**src/rtl/draw_pkg.sv**
```systemverilog
// Shared types for the frame draw blocks: sequencer state encoding
// and the default erase colour.
package draw_pkg;

  typedef enum logic [2:0] {
    S_IDLE,
    S_ERASE_GO,
    S_ERASE_WAIT,
    S_UPDATE,
    S_DRAW_GO,
    S_DRAW_WAIT
  } draw_state_t;

  localparam int BG_COLOR_DEF = 0;

endpackage

```
**src/rtl/draw_watchdog.sv**
```systemverilog
// Done-wait watchdog: counts wait cycles after a clear and flags the
// (2^TO_W-1)th one so the sequencer can skip a silent drawer.
module draw_watchdog #(
  parameter int TO_W = 12
) (
  input  logic clk,
  input  logic resetn,
  input  logic clr,
  input  logic en,
  output logic expire
);

  logic [TO_W-1:0] cnt;

  // cnt holds the number of the current wait cycle (1-based)
  assign expire = en && (cnt == '1);

  always_ff @(posedge clk) begin
    if (!resetn) begin
      cnt <= '0;
    end else if (clr) begin
      cnt <= TO_W'(1);
    end else if (en && !expire) begin
      cnt <= cnt + TO_W'(1);
    end
  end

endmodule

```
**src/rtl/draw_sequencer.sv**
```systemverilog
// Frame sequencer: erase pass, update pulse, draw pass over the enabled
// drawer channels, muxing only the active channel onto the VGA port.
module draw_sequencer
  import draw_pkg::*;
#(
  parameter int NUM_CH   = 3,
  parameter int X_W      = 8,
  parameter int Y_W      = 7,
  parameter int COLOR_W  = 3,
  parameter int BG_COLOR = BG_COLOR_DEF,
  parameter int TO_W     = 12
) (
  input  logic                    clk,
  input  logic                    resetn,
  input  logic                    frame_tick,
  input  logic [NUM_CH-1:0]       ch_en,
  output logic [NUM_CH-1:0]       ch_go,
  input  logic [NUM_CH-1:0]       ch_done,
  input  logic [NUM_CH-1:0]       ch_plot,
  input  logic [NUM_CH*X_W-1:0]   ch_x,
  input  logic [NUM_CH*Y_W-1:0]   ch_y,
  input  logic [NUM_CH*COLOR_W-1:0] ch_color,
  output logic                    erase,
  output logic                    update_en,
  output logic [X_W-1:0]          vga_x,
  output logic [Y_W-1:0]          vga_y,
  output logic [COLOR_W-1:0]      vga_color,
  output logic                    vga_plot,
  output logic                    busy,
  output logic                    overrun,
  output logic                    timeout,
  input  logic                    flag_clr
);

  localparam int IW = (NUM_CH > 1) ? $clog2(NUM_CH) : 1;

  draw_state_t       state;
  draw_state_t       nstate;
  logic [IW-1:0]     idx;
  logic [IW-1:0]     nidx;
  logic [NUM_CH-1:0] en_q;
  logic [IW:0]       hit;
  logic              wd_clr;
  logic              wd_en;
  logic              wd_exp;
  logic              to_set;
  logic              done_sel;
  logic              in_erase;
  logic              in_pass;
  logic              px_take;

  // {found, index} of the lowest set bit of m at or above lo
  function automatic logic [IW:0] first_from(
    input logic [NUM_CH-1:0] m,
    input int                lo
  );
    logic [IW:0] r;
    r = '0;
    for (int k = NUM_CH - 1; k >= 0; k--) begin
      if (m[k] && (k >= lo)) r = {1'b1, IW'(k)};
    end
    return r;
  endfunction

  assign wd_clr   = (state == S_ERASE_GO) || (state == S_DRAW_GO);
  assign wd_en    = (state == S_ERASE_WAIT) || (state == S_DRAW_WAIT);
  assign in_erase = (state == S_ERASE_GO) || (state == S_ERASE_WAIT);
  assign in_pass  = wd_clr || wd_en;
  assign done_sel = ch_done[idx];
  assign px_take  = in_pass && ch_plot[idx];

  draw_watchdog #(
    .TO_W(TO_W)
  ) u_wd (
    .clk   (clk),
    .resetn(resetn),
    .clr   (wd_clr),
    .en    (wd_en),
    .expire(wd_exp)
  );

  always_comb begin
    nstate = state;
    nidx   = idx;
    to_set = 1'b0;
    hit    = '0;
    unique case (state)
      S_IDLE: begin
        if (frame_tick) begin
          hit    = first_from(ch_en, 0);
          nstate = hit[IW] ? S_ERASE_GO : S_UPDATE;
          nidx   = hit[IW] ? hit[IW-1:0] : '0;
        end
      end
      S_ERASE_GO: nstate = S_ERASE_WAIT;
      S_DRAW_GO:  nstate = S_DRAW_WAIT;
      S_ERASE_WAIT, S_DRAW_WAIT: begin
        if (done_sel || wd_exp) begin
          to_set = !done_sel;
          hit    = first_from(en_q, int'(idx) + 1);
          if (hit[IW]) begin
            nstate = (state == S_ERASE_WAIT) ? S_ERASE_GO : S_DRAW_GO;
            nidx   = hit[IW-1:0];
          end else begin
            nstate = (state == S_ERASE_WAIT) ? S_UPDATE : S_IDLE;
          end
        end
      end
      S_UPDATE: begin
        hit    = first_from(en_q, 0);
        nstate = hit[IW] ? S_DRAW_GO : S_IDLE;
        if (hit[IW]) nidx = hit[IW-1:0];
      end
      default: nstate = S_IDLE;
    endcase
  end

  always_ff @(posedge clk) begin
    if (!resetn) begin
      state     <= S_IDLE;
      idx       <= '0;
      en_q      <= '0;
      ch_go     <= '0;
      erase     <= 1'b0;
      update_en <= 1'b0;
      busy      <= 1'b0;
      vga_plot  <= 1'b0;
      vga_x     <= '0;
      vga_y     <= '0;
      vga_color <= '0;
      overrun   <= 1'b0;
      timeout   <= 1'b0;
    end else begin
      state <= nstate;
      idx   <= nidx;
      if (state == S_IDLE && frame_tick) en_q <= ch_en;
      ch_go <= ((nstate == S_ERASE_GO) || (nstate == S_DRAW_GO))
             ? (NUM_CH'(1) << nidx) : '0;
      erase     <= (nstate == S_ERASE_GO) || (nstate == S_ERASE_WAIT);
      update_en <= (nstate == S_UPDATE);
      busy      <= (nstate != S_IDLE);
      vga_plot  <= px_take;
      if (px_take) begin
        vga_x     <= ch_x[idx*X_W +: X_W];
        vga_y     <= ch_y[idx*Y_W +: Y_W];
        vga_color <= in_erase ? COLOR_W'(BG_COLOR)
                              : ch_color[idx*COLOR_W +: COLOR_W];
      end
      // a set event in the same cycle beats flag_clr
      if (frame_tick && state != S_IDLE) overrun <= 1'b1;
      else if (flag_clr)                 overrun <= 1'b0;
      if (to_set)        timeout <= 1'b1;
      else if (flag_clr) timeout <= 1'b0;
    end
  end

endmodule

```
**config.mk**
```make
export PLATFORM = sky130hd
export DESIGN_NAME = draw_sequencer
export DESIGN_NICKNAME = d
export VERILOG_FILES = /design/src/rtl/draw_pkg.sv /design/src/rtl/draw_watchdog.sv /design/src/rtl/draw_sequencer.sv
export SDC_FILE = /design/constraint.sdc
export NUM_CORES = 1
export LEC_CHECK = 0
export ABC_AREA = 1
export ABC_CLOCK_PERIOD_IN_PS = 4510
export BUFFER_PORTS_ARGS = -buffer_cell sky130_fd_sc_hd__buf_2
export CORE_AREA = 2 2 62 88
export DETAILED_ROUTE_END_ITERATION = 8
export DIE_AREA = 0 0 64 90
export PLACE_DENSITY = 0.83
export SLEW_MARGIN = 20
export SYNTH_ARGS = -nofsm -noshare
export SYNTH_HDL_FRONTEND = slang
export SYNTH_SLANG_ARGS = --single-unit
export TNS_END_PERCENT = 5
```
**constraint.sdc**
```tcl
create_clock -name clk -period 4.51 [get_ports clk]
set_input_delay 0.451 -clock clk [delete_from_list [all_inputs] [get_ports clk]]
set_output_delay 0.451 -clock clk [all_outputs]
set_load 0.005 [all_outputs]
```
==> results of run 1 <==
-- cell type report --
class / count / share of cell area (%)
multi-input combinational: 277 / 43.9
inverter: 41 / 4.82
clock inverter: 3 / 2.24
sequential: 47 / 29.5
tap: 66 / 2.59
timing repair buffer: 94 / 14.8
clock buffer: 5 / 2.16
-- cells by family after synthesis --
group	count (synthesis)	share of synthesized area, %
buffers and inverters	55	8.78
AO/OA/AOI/OAI	94	18.8
adder cells (fa/ha/maj)	1	0.487
AND/OR/NAND/NOR	177	33.5
XOR/XNOR	5	1.71
flip-flops	47	36.7
-- per-layer routing --
layer	share of wire (%)	GRT usage [%]	up-vias
met1	37	24.7	1269
met4	2.5	10.5	0
li1	-	-	1416
met5	0	0	-
met3	6.1	5.51	17
met2	54	45.9	102
-- power by group through the flow --
stage / clock network (W) / registers [W] / logic [W]
after CTS: 0.000382 / 0.000637 / 0.000934
final: 0.000378 / 0.000637 / 0.000935
after global placement: 0 / 0.000645 / 0.000907
after detailed placement: 0 / 0.000642 / 0.000929
after floorplan: 0 / 0.000634 / 0.000675
after global routing: 0.000399 / 0.000656 / 0.00106
-- worst max-delay path: cells and delay by family (launching register included) --
kind	cells	cell delay, ps
AO/OA/AOI/OAI	3	380
buffers and inverters	2	500
flip-flops	1	840
AND/OR/NAND/NOR	3	570
-- cell usage in the layout (no fill, tap or decap), types with 4 or more instances in the layout --
cell	instances
a21oi_1	51
buf_2	93
clkbuf_8	5
dfxtp_1	47
inv_1	32
inv_2	9
nand2_1	50
nand2_2	8
nand3_1	20
nand3_2	5
nor2_1	61
nor3_1	18
o21ai_0	34
o21ai_1	4
-- state kept, by name, indices dropped and copies added (netlist names) --
signal / count
vga_x: 8
timeout: 1
update_en: 1
state: 3
busy: 1
u_wd.cnt: 12
vga_plot: 1
overrun: 1
erase: 1
idx: 2
vga_color: 3
vga_y: 7
ch_go: 3
en_q: 3
-- path summary, 6_finish.rpt --
path	from	endpoint	slack (ps)
max	idx[1]$_SDFF_PN0_	vga_y[0]$_SDFFE_PN0P_	2140
min	flag_clr	timeout$_SDFFE_PN0P_	410
max reg2reg	idx[1]$_SDFF_PN0_	vga_y[0]$_SDFFE_PN0P_	2140
min reg2reg	timeout$_SDFFE_PN0P_	timeout$_SDFFE_PN0P_	470
-- stage by stage --
stage / hold slack, ps / power (W) / cell area [sq um] / util (%)
CTS: 407 / 0.00195 / 3190 / 63.8
detailed placement: 463 / 0.00157 / 3050 / 61.0
global route: 421 / 0.00212 / 3190 / 63.8
global placement: 455 / 0.00155 / 3050 / 61.0
finish: 410 / 0.00195 / 3190 / 63.8
floorplan: 444 / 0.00131 / 2570 / -
==> impl_metrics.tcl, run 1 <==
set metrics [dict create \
    clockBufferDepth 2 \
    critPathRequiredTime_ps 4750 \
    power.density_nw_per_um2 611 \
    criticalPathCategory "register to register" \
    die_area_sq_um 5760 \
    initial_core_util_pct 51.3 \
    internal_power_w 0.00111 \
    layout_setup_ws_ps 2140 \
    ir_drop_v 0.000349 \
    relSlewSlack_pct 47.5 \
    synth_top_area_share_pct 36.7 \
    slowest_delay_ps 840 \
    reg2regPathDepth 8 \
    power.leakage_nw 1.55 \
    fillers 471 \
    place_ws_ps 2140 \
    ys_warn_count 0 \
    finalSetupViolCount 0 \
    period_needed_ps 2370 \
    clockRootBuffer "clkbuf_8" \
    worst_pin_slew_ps 786 \
    async_flop_share_pct 0 \
    synth_most_common_cell "nor2_1" \
    hpwl_microns 5200 \
    gr-total-overflow 0 \
    finalNonFillerCells 533 \
    pwr-share-clk_pct 19.4 \
    grt_setup_unrepaired "false" \
    grt_pass1_wl_microns 11500 \
    diodes 0 \
    rows 31 \
    htreeDepth 2 \
    cp-start-kind "register" \
    cts_tree "built" \
    areaGrowthSynthToFinish_pct 24.3 \
    drc_errors 0 \
    final-hold-violation-count 0 \
    yosys-top-cells-count "61 x nor2_1, 51 x a21oi_1, 50 x nand2_1" \
    synth_ff_type "dfxtp_1" \
    grt_pass1_vias 2812 \
    first_pass_iters 4 \
    die_height_microns 90 \
    avgViaCountPerCell 5.26 \
    core-area_sq_um 5000 \
    p_sw_share_pct 43.1 \
    cpMostUsedCell "inv_2" \
    synth_edf_count 0 \
    p_sw_w 0.000840 \
    cts_sinks 47 \
    cts_hold_buf 0 \
    post-route-period-util_pct 52.5 \
    drtIter0Drc 89 \
    die_w_microns 64 \
    wl_per_cell_microns 12.6 \
    ant_nets 0 \
    seq_area_frac_synth_pct 36.7 \
    avgSynthCellArea_sq_um 6.77 \
    hold_path_class "input port to register" \
    status "completed" \
    clkTransAtPathRegs_ps 90 \
    hold_depth 4 \
    seqPwrFrac_pct 32.7 \
    grt_max_degree 31 \
    synth_top_cell_by_area "dfxtp_1" \
    syn_nets 447 \
    crit_path_max_fanout 30 \
    synthCells 379 \
    fin_worst_skew_ps 16.8 \
    cp-end-kind "register" \
    place_congestion 0.857 \
    route.vias.total 2804 \
    post_cts_buffers 0 \
    synth-seq-cells 47 \
    final_nets 534 \
    clk_latency_ps 310 \
    drive_gt1_share_pct 29.1 \
    tns_ps 0 \
    antenna_found_initial 0 \
    numCtsBuffers 5 \
    slowest_stage "dfxtp_1" \
    place_inst 525 \
    cts_resized 0 \
    power_frac_comb_pct 47.9 \
    multi_input_area_sq_um 1400 \
    cp.arrival_ps 2610 \
    synth_area_sq_um 2570 \
    track_usage_pct 24.4 \
    totalWireLength_microns 6700 \
    cp_cell_sequence "inv_2, nor2_4, nand2_1, o21ai_1, nand2_2, inv_2, o21ai_0, a21oi_1" \
    fmax_mhz 422 \
    yosys-top-cells-area "dfxtp_1 37%, a21oi_1 9.9%, nor2_1 8.9%" \
    port_buffers 93 \
    drv_slew 0 \
    ios 94 \
    yosysUniqueCellTypes 32 \
    seqCellArea_sq_um 941 \
    cap_violations 0 \
]
Power figures use the tool's default switching activity.
==> inputs of run 2 (changes only) <==
ABC_CLOCK_PERIOD_IN_PS = 2200   (was 4510)
CORE_AREA = 2 2 65 91   (was 2 2 62 88)
DIE_AREA = 0 0 67 93   (was 0 0 64 90)
PLACE_DENSITY = 0.77   (was 0.83)
clock period = 2.2 ns   (was 4.51 ns; I/O delays follow)
==> run 2 against run 1 <==
  * Fmax increased by 28%
  * Critical path depth increased by 4
  * Design area unchanged
  * Count of clock-buffer cells in the layout increased by 3
  * Setup slack got worse by 1800 ps
  * Flip-flop and latch count unchanged
  * Clock power increased by 50%
  * Clock skew decreased by 10 ps
  * Routed wire length decreased by 0.37%
==> impl_metrics.tcl, run 2 (synthesis results as in run 1) <==
set metrics [dict create \
    grt_pass1_wl_microns 11100 \
    grt_pass1_vias 2705 \
    place_inst 532 \
    cts_sinks 47 \
    post-route-period-util_pct 84.0 \
    crit_path_start "u_wd.cnt[0]$_SDFFE_PN0P_" \
    cp_cell_sequence "ha_1, nand3_1, nand3b_4, nand2_4, inv_2, nand2_2, nor2_2, inv_1, nor2_2, inv_2, o21ai_1, a21oi_1" \
    ios 94 \
    drtIter0Drc 158 \
    hold_path_class "input port to register" \
    hpwl_microns 5150 \
    critPathTopFamily "simple AND/OR/NAND/NOR gates" \
    track_usage_pct 22.3 \
    cp-end-kind "register" \
    grt_max_degree 31 \
    port_buffers 93 \
    ff2ff_setup_slack_ps 350 \
    numCtsBuffers 5 \
    power.density_nw_per_um2 1190 \
    place_congestion 0.897 \
    diodes 0 \
    route.vias.total 2839 \
    fmax_mhz 541 \
    rr_endpoint "u_wd.cnt[7]$_SDFFE_PP0P_" \
    wl_per_cell_microns 12.4 \
    cts_resized 0 \
    largest_reg_flops 12 \
    relSlewSlack_pct 67.1 \
    rows 32 \
    mostFrequentLayoutCells "93 x buf_2, 61 x nor2_1, 51 x a21oi_1" \
    cts_hold_buf 0 \
    die_w_microns 67 \
    htreeDepth 2 \
    criticalPathCategory "register to register" \
    worst_pin_slew_ps 491 \
    antenna_found_initial 0 \
    final_util_pct 58.6 \
    drive_gt1_share_pct 29.7 \
    fillers 549 \
    mostFrequentLayoutCell "buf_2" \
    first_pass_iters 4 \
    critPathRequiredTime_ps 2390 \
    slowest_delay_ps 340 \
    clkTransAtPathRegs_ps 80 \
    gr-total-overflow 0 \
    grt_setup_unrepaired "false" \
    clockBufferDepth 2 \
    finalNonFillerCells 540 \
    cap_violations 0 \
    initial_core_util_pct 47.1 \
    reg2regPathDepth 12 \
    worstSetupPathDepth 12 \
    fin_worst_skew_ps 6.33 \
    ant_nets 0 \
    drv_slew 0 \
    power.leakage_nw 1.56 \
    top_register "u_wd.cnt" \
    finalSetupViolCount 0 \
    avgViaCountPerCell 5.26 \
    totalWireLength_microns 6680 \
    cp.arrival_ps 2030 \
    clockRootBuffer "clkbuf_8" \
    cp-start-kind "register" \
    final_nets 539 \
    period_needed_ps 1850 \
    status "completed" \
    final-hold-violation-count 0 \
    die_height_microns 93 \
    timing.critical_path.buf_inv 3 \
    ir_drop_v 0.000607 \
    core-area_sq_um 5450 \
    cts_tree "built" \
    clk_latency_ps 300 \
    slowest_stage "dfxtp_1" \
    reg2reg_from "u_wd.cnt[0]$_SDFFE_PN0P_" \
    die_area_sq_um 6230 \
    layout_setup_ws_ps 353 \
    post_cts_buffers 0 \
    drc_errors 0 \
    whs_ps 184 \
    endpoint "u_wd.cnt[7]$_SDFFE_PP0P_" \
    areaGrowthSynthToFinish_pct 24.3 \
    crit_path_max_fanout 7 \
    tns_ps 0 \
    reg.largest.list "u_wd.cnt (12), vga_x (8), vga_y (7)" \
    place_ws_ps 371 \
]
run 2: cell count changes in the layout (fill, tap and decap cells not counted):
cell / previous run / this run
buf_4: 1 / 6
clkbuf_1: 0 / 1
bufinv_16: 2 / 0
clkbuf_8: 5 / 7
inv_8: 1 / 0
run 2: per-stage QoR:
stage | power, W | cell area [sq um]
detailed placement | 0.00323 | 3090
CTS | 0.00380 | 3190
floorplan | 0.00268 | 2570
global route | 0.00415 | 3190
global placement | 0.00319 | 3090
finish | 0.00380 | 3190
run 2: layout make-up:
class	count	area (sq um)	share of cell area [%]
inverter	41	154	4.82
tap	68	85.1	2.67
clock buffer	8	100	3.14
sequential	47	941	29.5
timing repair buffer	99	510	16.0
multi-input combinational	277	1400	43.9
run 2: layer usage:
metal	wire length (microns)	track usage, %	share of wire, %
met5	0	0	0
met2	3420	40.5	51
met1	2620	24.1	39
met3	415	4.33	6.2
met4	225	10.4	3.4
run 2: how the worst min path moves through the flow:
stage,startpoint,endpoint,slack [ps],cells past startpoint
detailed placement,timeout$_SDFFE_PN0P_,timeout$_SDFFE_PN0P_,460,2
finish,flag_clr,timeout$_SDFFE_PN0P_,180,4
global placement,timeout$_SDFFE_PN0P_,timeout$_SDFFE_PN0P_,450,2
CTS,flag_clr,timeout$_SDFFE_PN0P_,180,4
floorplan,resetn,busy$_SDFF_PN0_,350,2
global route,flag_clr,overrun$_SDFFE_PN0P_,220,4
run 2: report_power, final:
part / leakage, nW / switching (W) / internal, W
Clock: 0.0515 / 0.000281 / 0.000287
Combinational: 1.12 / 0.00123 / 0.000707
Sequential: 0.384 / 0.000163 / 0.00113
run 2: tightest hold or removal path, cell delays in order:
cell and delay, ps:
buf_2 70, inv_1 40, nand2_1 50, a21oi_1 50
